[config.mk]
export PLATFORM = sky130hd
export DESIGN_NAME = wash_cycle_ctrl_flat
export DESIGN_NICKNAME = d
export VERILOG_FILES = /design/src/rtl/wash_cycle_ctrl_if.sv /design/src/rtl/wash_cycle_ctrl.sv /design/src/flat_wrapper.sv
export SDC_FILE = /design/constraint.sdc
export NUM_CORES = 1
export LEC_CHECK = 0
export ABC_AREA = 1
export CAP_MARGIN = 20
export CORE_AREA = 5 5 42 44
export CTS_BUF_LIST = sky130_fd_sc_hd__clkbuf_4
export CTS_CLUSTER_SIZE = 30
export DETAILED_ROUTE_END_ITERATION = 10
export DIE_AREA = 0 0 47 49
export GPL_TIMING_DRIVEN = 0
export PLACE_DENSITY = 0.66
export SLEW_MARGIN = 20
export SYNTH_ARGS = -nofsm -noshare
export SYNTH_HDL_FRONTEND = slang
export SYNTH_SLANG_ARGS = --single-unit
[constraint.sdc]
create_clock -name clk -period 1.87 [get_ports clk]
set_input_delay 0.187 -clock clk [delete_from_list [all_inputs] [get_ports clk]]
set_output_delay 0.187 -clock clk [all_outputs]
set_load 0.02 [all_outputs]
[src/rtl/wash_cycle_ctrl_if.sv]
// Timer-side bus between the wash sequencer (master) and the timer block (slave).
// Latency: none, plain wires.
// Backpressure: none; done is a level the master samples when it is ready for it.
interface wash_cycle_ctrl_if;
    logic       timer_enable;
    logic       timer_reset;
    logic       timer_done;
    logic [3:0] clk_freq;
    logic [3:0] timer_period;

    modport master (
        output timer_enable,
        output timer_reset,
        output clk_freq,
        output timer_period,
        input  timer_done
    );

    modport slave (
        input  timer_enable,
        input  timer_reset,
        input  clk_freq,
        input  timer_period,
        output timer_done
    );
endinterface

[src/rtl/wash_cycle_ctrl.sv]
// Wash sequencer: FILL -> WASH -> RINSE [-> RINSE2] -> SPIN -> COMPLETE, one timer run per phase.
// Latency: a phase lasts timer latency + 1 cycles; start to FILL is one cycle; COMPLETE is one cycle.
// Backpressure: pause or open door freezes the phase and the timer without clearing it.
// DOUBLE_RINSE_EN: when defined, a second rinse phase (state 6) runs between RINSE and SPIN.
module wash_cycle_ctrl #(
    parameter int CLK_FREQ = 5,
    parameter int FILL_T   = 2,
    parameter int WASH_T   = 5,
    parameter int RINSE_T  = 3,
    parameter int SPIN_T   = 4
) (
    input  logic                   clk,
    input  logic                   reset,
    input  logic                   start,
    input  logic                   door_closed,
    input  logic                   pause,
    wash_cycle_ctrl_if.master      tmr,
    output logic                   water_valve,
    output logic                   motor_on,
    output logic                   drain,
    output logic                   busy,
    output logic                   cycle_done,
    output logic [2:0]             state
);

    typedef enum logic [2:0] {
        IDLE     = 3'd0,
        FILL     = 3'd1,
        WASH     = 3'd2,
        RINSE    = 3'd3,
        SPIN     = 3'd4,
        COMPLETE = 3'd5,
        RINSE2   = 3'd6
    } state_t;

    // A zero setting would give a timer that never finishes, so it is read as 1.
    localparam logic [3:0] FREQ_C  = (CLK_FREQ == 0) ? 4'd1 : 4'(CLK_FREQ);
    localparam logic [3:0] FILL_C  = (FILL_T   == 0) ? 4'd1 : 4'(FILL_T);
    localparam logic [3:0] WASH_C  = (WASH_T   == 0) ? 4'd1 : 4'(WASH_T);
    localparam logic [3:0] RINSE_C = (RINSE_T  == 0) ? 4'd1 : 4'(RINSE_T);
    localparam logic [3:0] SPIN_C  = (SPIN_T   == 0) ? 4'd1 : 4'(SPIN_T);

    state_t     state_q, state_d;
    // Cycles spent in the current phase, saturating at 2: 0 = arm cycle, 1 = settle cycle,
    // 2 = timer_done may be trusted (anything earlier could be left over from the last phase).
    logic [1:0] age_q, age_d;
    logic       timed;
    logic       hold;
    logic       phase_done;

    assign tmr.clk_freq = FREQ_C;
    assign busy         = (state_q != IDLE);
    assign cycle_done   = (state_q == COMPLETE);
    assign state        = state_q;

    // Classify the current state and decide whether its timer run has validly finished.
    always_comb begin
        timed = 1'b0;
        case (state_q)
            FILL, WASH, RINSE, SPIN: timed = 1'b1;
`ifdef DOUBLE_RINSE_EN
            RINSE2:                  timed = 1'b1;
`endif
            default:                 timed = 1'b0;
        endcase
        hold       = timed && (pause || !door_closed);
        phase_done = timed && !hold && (age_q == 2'd2) && tmr.timer_done;
    end

    // Next-state: phase order, start qualification, and phase-age tracking.
    always_comb begin
        state_d = state_q;
        age_d   = (age_q == 2'd2) ? 2'd2 : age_q + 2'd1;
        case (state_q)
            IDLE:     if (start && door_closed) state_d = FILL;
            FILL:     if (phase_done) state_d = WASH;
            WASH:     if (phase_done) state_d = RINSE;
`ifdef DOUBLE_RINSE_EN
            RINSE:    if (phase_done) state_d = RINSE2;
            RINSE2:   if (phase_done) state_d = SPIN;
`else
            RINSE:    if (phase_done) state_d = SPIN;
`endif
            SPIN:     if (phase_done) state_d = COMPLETE;
            COMPLETE: state_d = IDLE;
            default:  state_d = IDLE;
        endcase
        if (state_d != state_q) age_d = 2'd0;
    end

    // Timer programming and actuators; a hold drops everything but lets an arm-cycle clear finish.
    always_comb begin
        tmr.timer_reset  = 1'b1;
        tmr.timer_enable = 1'b0;
        tmr.timer_period = 4'd0;
        water_valve      = 1'b0;
        motor_on         = 1'b0;
        drain            = 1'b0;
        if (timed) begin
            tmr.timer_reset  = (age_q == 2'd0);
            tmr.timer_enable = !hold;
        end
        case (state_q)
            FILL: begin
                tmr.timer_period = FILL_C;
                water_valve      = !hold;
            end
            WASH: begin
                tmr.timer_period = WASH_C;
                motor_on         = !hold;
            end
            RINSE: begin
                tmr.timer_period = RINSE_C;
                water_valve      = !hold;
                motor_on         = !hold;
            end
`ifdef DOUBLE_RINSE_EN
            RINSE2: begin
                tmr.timer_period = RINSE_C;
                water_valve      = !hold;
                motor_on         = !hold;
            end
`endif
            SPIN: begin
                tmr.timer_period = SPIN_C;
                motor_on         = !hold;
                drain            = !hold;
            end
            default: ;
        endcase
    end

    // State and phase-age registers; reset drops straight back to IDLE.
    always_ff @(posedge clk or posedge reset) begin
        if (reset) begin
            state_q <= IDLE;
            age_q   <= 2'd0;
        end else begin
            state_q <= state_d;
            age_q   <= age_d;
        end
    end

endmodule

[src/flat_wrapper.sv]
// flat-port wrapper written by rule: the top's interface ports become plain ports
module wash_cycle_ctrl_flat 
#(
    parameter int CLK_FREQ = 5,
    parameter int FILL_T   = 2,
    parameter int WASH_T   = 5,
    parameter int RINSE_T  = 3,
    parameter int SPIN_T   = 4
)
  (clk, reset, start, door_closed, pause, water_valve, motor_on, drain, busy, cycle_done, state, tmr_timer_enable, tmr_timer_reset, tmr_clk_freq, tmr_timer_period, tmr_timer_done);
  wash_cycle_ctrl_if tmr_i ();
  input  logic clk;
  input  logic reset;
  input  logic start;
  input  logic door_closed;
  input  logic pause;
  output logic water_valve;
  output logic motor_on;
  output logic drain;
  output logic busy;
  output logic cycle_done;
  output logic [2:0] state;
  output wire logic [$bits(tmr_i.timer_enable)-1:0] tmr_timer_enable;
  output wire logic [$bits(tmr_i.timer_reset)-1:0] tmr_timer_reset;
  output wire logic [$bits(tmr_i.clk_freq)-1:0] tmr_clk_freq;
  output wire logic [$bits(tmr_i.timer_period)-1:0] tmr_timer_period;
  input wire logic [$bits(tmr_i.timer_done)-1:0] tmr_timer_done;
  assign tmr_timer_enable = tmr_i.timer_enable;
  assign tmr_timer_reset = tmr_i.timer_reset;
  assign tmr_clk_freq = tmr_i.clk_freq;
  assign tmr_timer_period = tmr_i.timer_period;
  assign tmr_i.timer_done = tmr_timer_done;
  wash_cycle_ctrl #(.CLK_FREQ(CLK_FREQ), .FILL_T(FILL_T), .WASH_T(WASH_T), .RINSE_T(RINSE_T), .SPIN_T(SPIN_T)) u_core (.clk(clk), .reset(reset), .start(start), .door_closed(door_closed), .pause(pause), .tmr(tmr_i), .water_valve(water_valve), .motor_on(motor_on), .drain(drain), .busy(busy), .cycle_done(cycle_done), .state(state));
endmodule
**Word-level counts from Yosys, hierarchy flattened**

Index checks and enable logic that the tools add are counted.

- Add/subtract/negate cells: 1
- Multipliers: 0
- Div/mod/pow operators: 0
- $lt $le $gt $ge: 0
- Equal/unequal tests: 7
- Shifts and indexed selects: 0
- Multiplexer cells: 15
- Bitwise operators: 0
- Reduce and logical (&&, ||, !) cells: 14

Operators with widths:

| operator | count |
|---|---|
| $mux W3 | 5 |
| $pmux W3 S5 | 1 |
| $pmux W3 S4 | 1 |
| $eq A3 B2 Y1 const B | 2 |
| $eq A3 B3 Y1 const B | 2 |
| $mux W1 | 6 |
| $logic_and A1 B1 Y1 | 5 |
| $mux W2 | 2 |
| $reduce_or A4 Y1 | 1 |
| $eq A3 B1 Y1 const B | 1 |
| $logic_not A3 Y1 | 1 |
| $ne A3 B3 Y1 | 1 |
| $reduce_bool A3 Y1 | 1 |
| $reduce_or A3 Y1 | 1 |
| $add A2 B1 Y2 const B | 1 |
| $eq A2 B2 Y1 const B | 1 |
| $logic_not A1 Y1 | 2 |
| $logic_not A2 Y1 | 1 |
| $reduce_or A2 Y1 | 1 |
| $logic_or A1 B1 Y1 | 1 |

- Register bits after elaboration: 5
- Latch bits: 0
- Bits in writable memories: 0
- ROM bits: 0
- Bits of input ports: 6
- Output and inout bits: 18
- Logic and storage cells: 39
- Memories kept: 0

**Logic depth before layout (Yosys ltp)**

- Word-level depth: 12
- Depth in mapped cells: 11
- Depth with buffers taken out: 11

**Worst setup path before layout**

OpenSTA, ideal clock, no wires.

- Path type: reg2out
- Start: reg u_core.state_q[1], in the netlist u_core.state[1]
- End: out motor_on
- Data arrival time: 1.378 ns
- Required time: 1.683 ns
- Path slack: 0.305 ns
- Cell stages (with the launch flop): 5
- Path buffers: 0
- Cell sequence: dfrtp_1 -> inv_1 -> nor2_1 -> inv_1 -> a21oi_1

- Cells in the longest elaborated chain, start to end: 6
- Elaborated cells on any way between the ends: 10
- Classes of those cells: 4 x eq/ne; 2 x mux; 4 x reduce/logical

RTL lines:

| what | RTL line | RTL |
|---|---|---|
| start: declaration | wash_cycle_ctrl.sv:43 | `state_t state_q, state_d;` |
| start signal: assignment | wash_cycle_ctrl.sv:139 | `state_q <= state_d;` |
| $eq A3 B1 Y1, or another cell as far along | wash_cycle_ctrl.sv:59 | `case (state_q)` |
| $reduce_or A4 Y1 | wash_cycle_ctrl.sv:59 |  |
| $mux W1 | wash_cycle_ctrl.sv:59 |  |
| $logic_and A1 B1 Y1 | wash_cycle_ctrl.sv:66 | `hold = timed && (pause \|\| !door_closed);` |
| $logic_not A1 Y1 | wash_cycle_ctrl.sv:110, wash_cycle_ctrl.sv:115, wash_cycle_ctrl.sv:126 |  |
| $mux W1 (*) | - |  |
| end: declaration | flat_wrapper.sv:18 | `output logic motor_on;` |

Every way passes the cells marked *; elsewhere a longest branch is shown, timed or not.

**Worst setup path after layout**

- Start: reg u_core.state_q[0], in the netlist u_core.state[0]
- End: out tmr_timer_reset

- Cells in the longest elaborated chain, start to end: 4
- Elaborated cells on any way between the ends: 7
- Classes of those cells: 4 x eq/ne; 2 x mux; 1 x reduce/logical

RTL lines:

| what | RTL line | RTL |
|---|---|---|
| $eq A3 B1 Y1, or another cell as far along | wash_cycle_ctrl.sv:59 |  |
| $reduce_or A4 Y1 (*) | wash_cycle_ctrl.sv:59 |  |
| $mux W1 (*) | wash_cycle_ctrl.sv:59 |  |
| $mux W1 (*) | wash_cycle_ctrl.sv:99 | `if (timed) begin` |
| end: declaration | flat_wrapper.sv:24 | `output wire logic [$bits(tmr_i.timer_reset)-1:0] tmr_timer_reset;` |

Marks and branches as above.

==> impl_metrics.yaml <==
run_status:
  status: "complete, no violations"
worst_setup_path:
  worstSetupEndpointType: "output pin"
  arrival_ns: 1.52
  r2r_end: "u_core.age_q[1]"
  crit_type: "reg2out"
  reg2regPathDepth: 9
  critical_path.startpoint_type: "flip-flop"
  r2r_start: "u_core.state[0]"
  critical_path_peak_fanout: 6
  r2r_setup_slack_ns: 0.54
  worst_ep_required_time_ns: 1.68
pwr:
  powerDensity_nw_per_um2: 1430
  p_leak_nw: 0.405
  p_total_w: 0.000958
  vdd_drop_max_mv: 0.733
placement:
  place_congestion: 0.685
  port_buffers: 18
  pre_cts_slack_ns: -0.139
  place_hpwl_um: 769
global_routing:
  antenna_found_initial: 0
  grt-ovfl-total: 0
  grt_max_degree: 9
  grt_pass1_wl_um: 1410
  grtUsageTotal_pct: 8.07
  grt_pass1_vias: 384
yosys:
  seq_area_frac_synth_pct: 29.6
  synth_ff_type: "dfrtp_1"
  syn_area_um2: 423
  synth_edf_count: 0
  avgSynthCellArea_um2: 7.05
  syn_inst: 60
  yosys.area.top_type: "dfrtp_1"
  yosys_warnings: 0
  ys_async_sr_fraction_pct: 100
  ys_types: 19
  synthTopCellsByArea: "dfrtp_1 (30%), inv_1 (11%), buf_4 (8.9%), ha_1 (8.9%), nor2_1 (7.1%)"
  synth_top_cell_area_share_pct: 29.6
  ys_ff_latch: 5
cells_and_area:
  final_layout_size_suffix_gt1_share_pct: 20.0
  postLayoutCoreUtil_pct: 47.7
  layout.nets: 95
  final_common_cell: "inv_1"
  syn_to_final_growth_pct: 58.0
  layout_common_cells: "inv_1 (12), clkdlybuf4s50_1 (10), nand2_1 (7), nor2_1 (7), dlygate4sd2_1 (6)"
  diodes: 0
cts:
  cts_buffers: 3
  postCtsSetupBuffers: 0
  clk_latency_ns: 0.23
  hold_buffers: 0
  cts_tree: "done"
  path_clk_slew_ns: 0.04
  clock_sinks: 5
  cts_max_path_buffers: 2
  clockRootBuffer: "clkbuf_4"
  cts.htree.levels: 1
timing:
  period_share_pct: 91.4
  skew_ns: 0.000231
  post-route-min-period_ns: 1.71
  timing.fmax_mhz: 585
  finalWorstSetupSlack_ns: 0.160
  setup_viol: 0
  whs_ns: 0.138
  rsz0062_at_grt: "no"
  drv_slew: 0
  final_hold_viol_count: 0
detailed_routing:
  routed_wl_um: 890
  drcViolationCount: 0
  top_layer_used: "met3"
  wl_met1_um: 328
  route.vias.total: 408
  met2_length_um: 453
  wl_per_cell_um: 8.81
  first_iter_violations: 1
  viasPerCell: 4.04
  ant_nets: 0
  route.met3.wl_um: 108
  firstDrtPassIters: 2
floorplanning:
  start_util_pct: 30.2
  io_pins: 24
  die_area_um2: 2300
  core_area_um2: 1400
  die_h_um: 49
  rows: 14
  die_x_um: 47
worst_hold_path:
  hold_class: "in2async"
run:
  drv_cap: 0
-- critical path, stage by stage, from the launching register on --
cell,delay (ns)
dfrtp_1,0.44
o21ai_2,0.22
nand2_1,0.09
or2_1,0.21
dlygate4sd2_1,0.32
-- worst max path at each step --
stage / start / end / depth (start not counted)
after floorplan: u_core.state[1] / motor_on / 4
after global placement: door_closed / water_valve / 6
after detailed placement: door_closed / water_valve / 6
after CTS: u_core.state[0] / tmr_timer_enable / 4
after global routing: u_core.state[0] / tmr_timer_reset / 4
final: u_core.state[0] / tmr_timer_reset / 4
-- Yosys cell counts, types with 2 or more instances --
cell	number
buf_4	5
nor3_1	2
nor2_2	2
nand4_1	2
ha_1	3
nand2_1	7
conb_1	2
dfrtp_1	5
o21ai_1	2
nor2_1	8
nand2_2	2
inv_1	12
a21oi_1	2
-- sequential cells by signal, summed over array words and instances (netlist names) --
register      cells
u_core.age_q      2
u_core.state      3
-- stage by stage --
step,instances,setup TNS (ns),area (um^2)
after CTS,101,0,663
after floorplan,63,0,434
after global placement,97,-0.292,634
final,101,0,668
after global routing,101,0,668
after detailed placement,97,-0.336,634
-- area by class of cell --
class / count / area [um^2]
sequential: 5 / 125
fill: 158 / 733
inverter: 14 / 66.3
timing repair buffer: 18 / 178
tap: 16 / 20.0
clock buffer: 4 / 30.0
multi-input combinational: 39 / 211
buffer: 5 / 37.5
-- per-layer routing --
layer  GRT usage [%]  vias up
li1                -      219
met1            8.26      177
met2            13.6       12
met3            2.95        0
met4            4.15        0
met5               0        -
-- power breakdown --
part	leakage [nW]	switching [W]	internal [W]
clock	0.0184	0.0000400	0.0000949
combinational	0.321	0.000342	0.000274
sequential	0.0651	0.0000537	0.000153
total	0.405	0.000435	0.000522
-- kinds of logic (layout without fill, tap and decap cells) --
logic type	Yosys count	in the layout	share of synthesized area [%]
buffers and inverters	19	41	24.6
adder cells (fa/ha/maj)	3	3	8.88
AND/OR/NAND/NOR	25	25	27.2
other	2	5	1.78
AO/OA/AOI/OAI	6	6	7.99
flip-flops	5	5	29.6
-- what timing repair did --
action	4_1_cts	5_1_grt
setup endpoints to repair	7	2
pin swaps	0	0
resized for setup	8	2
(Power assumes the default switching activity.)
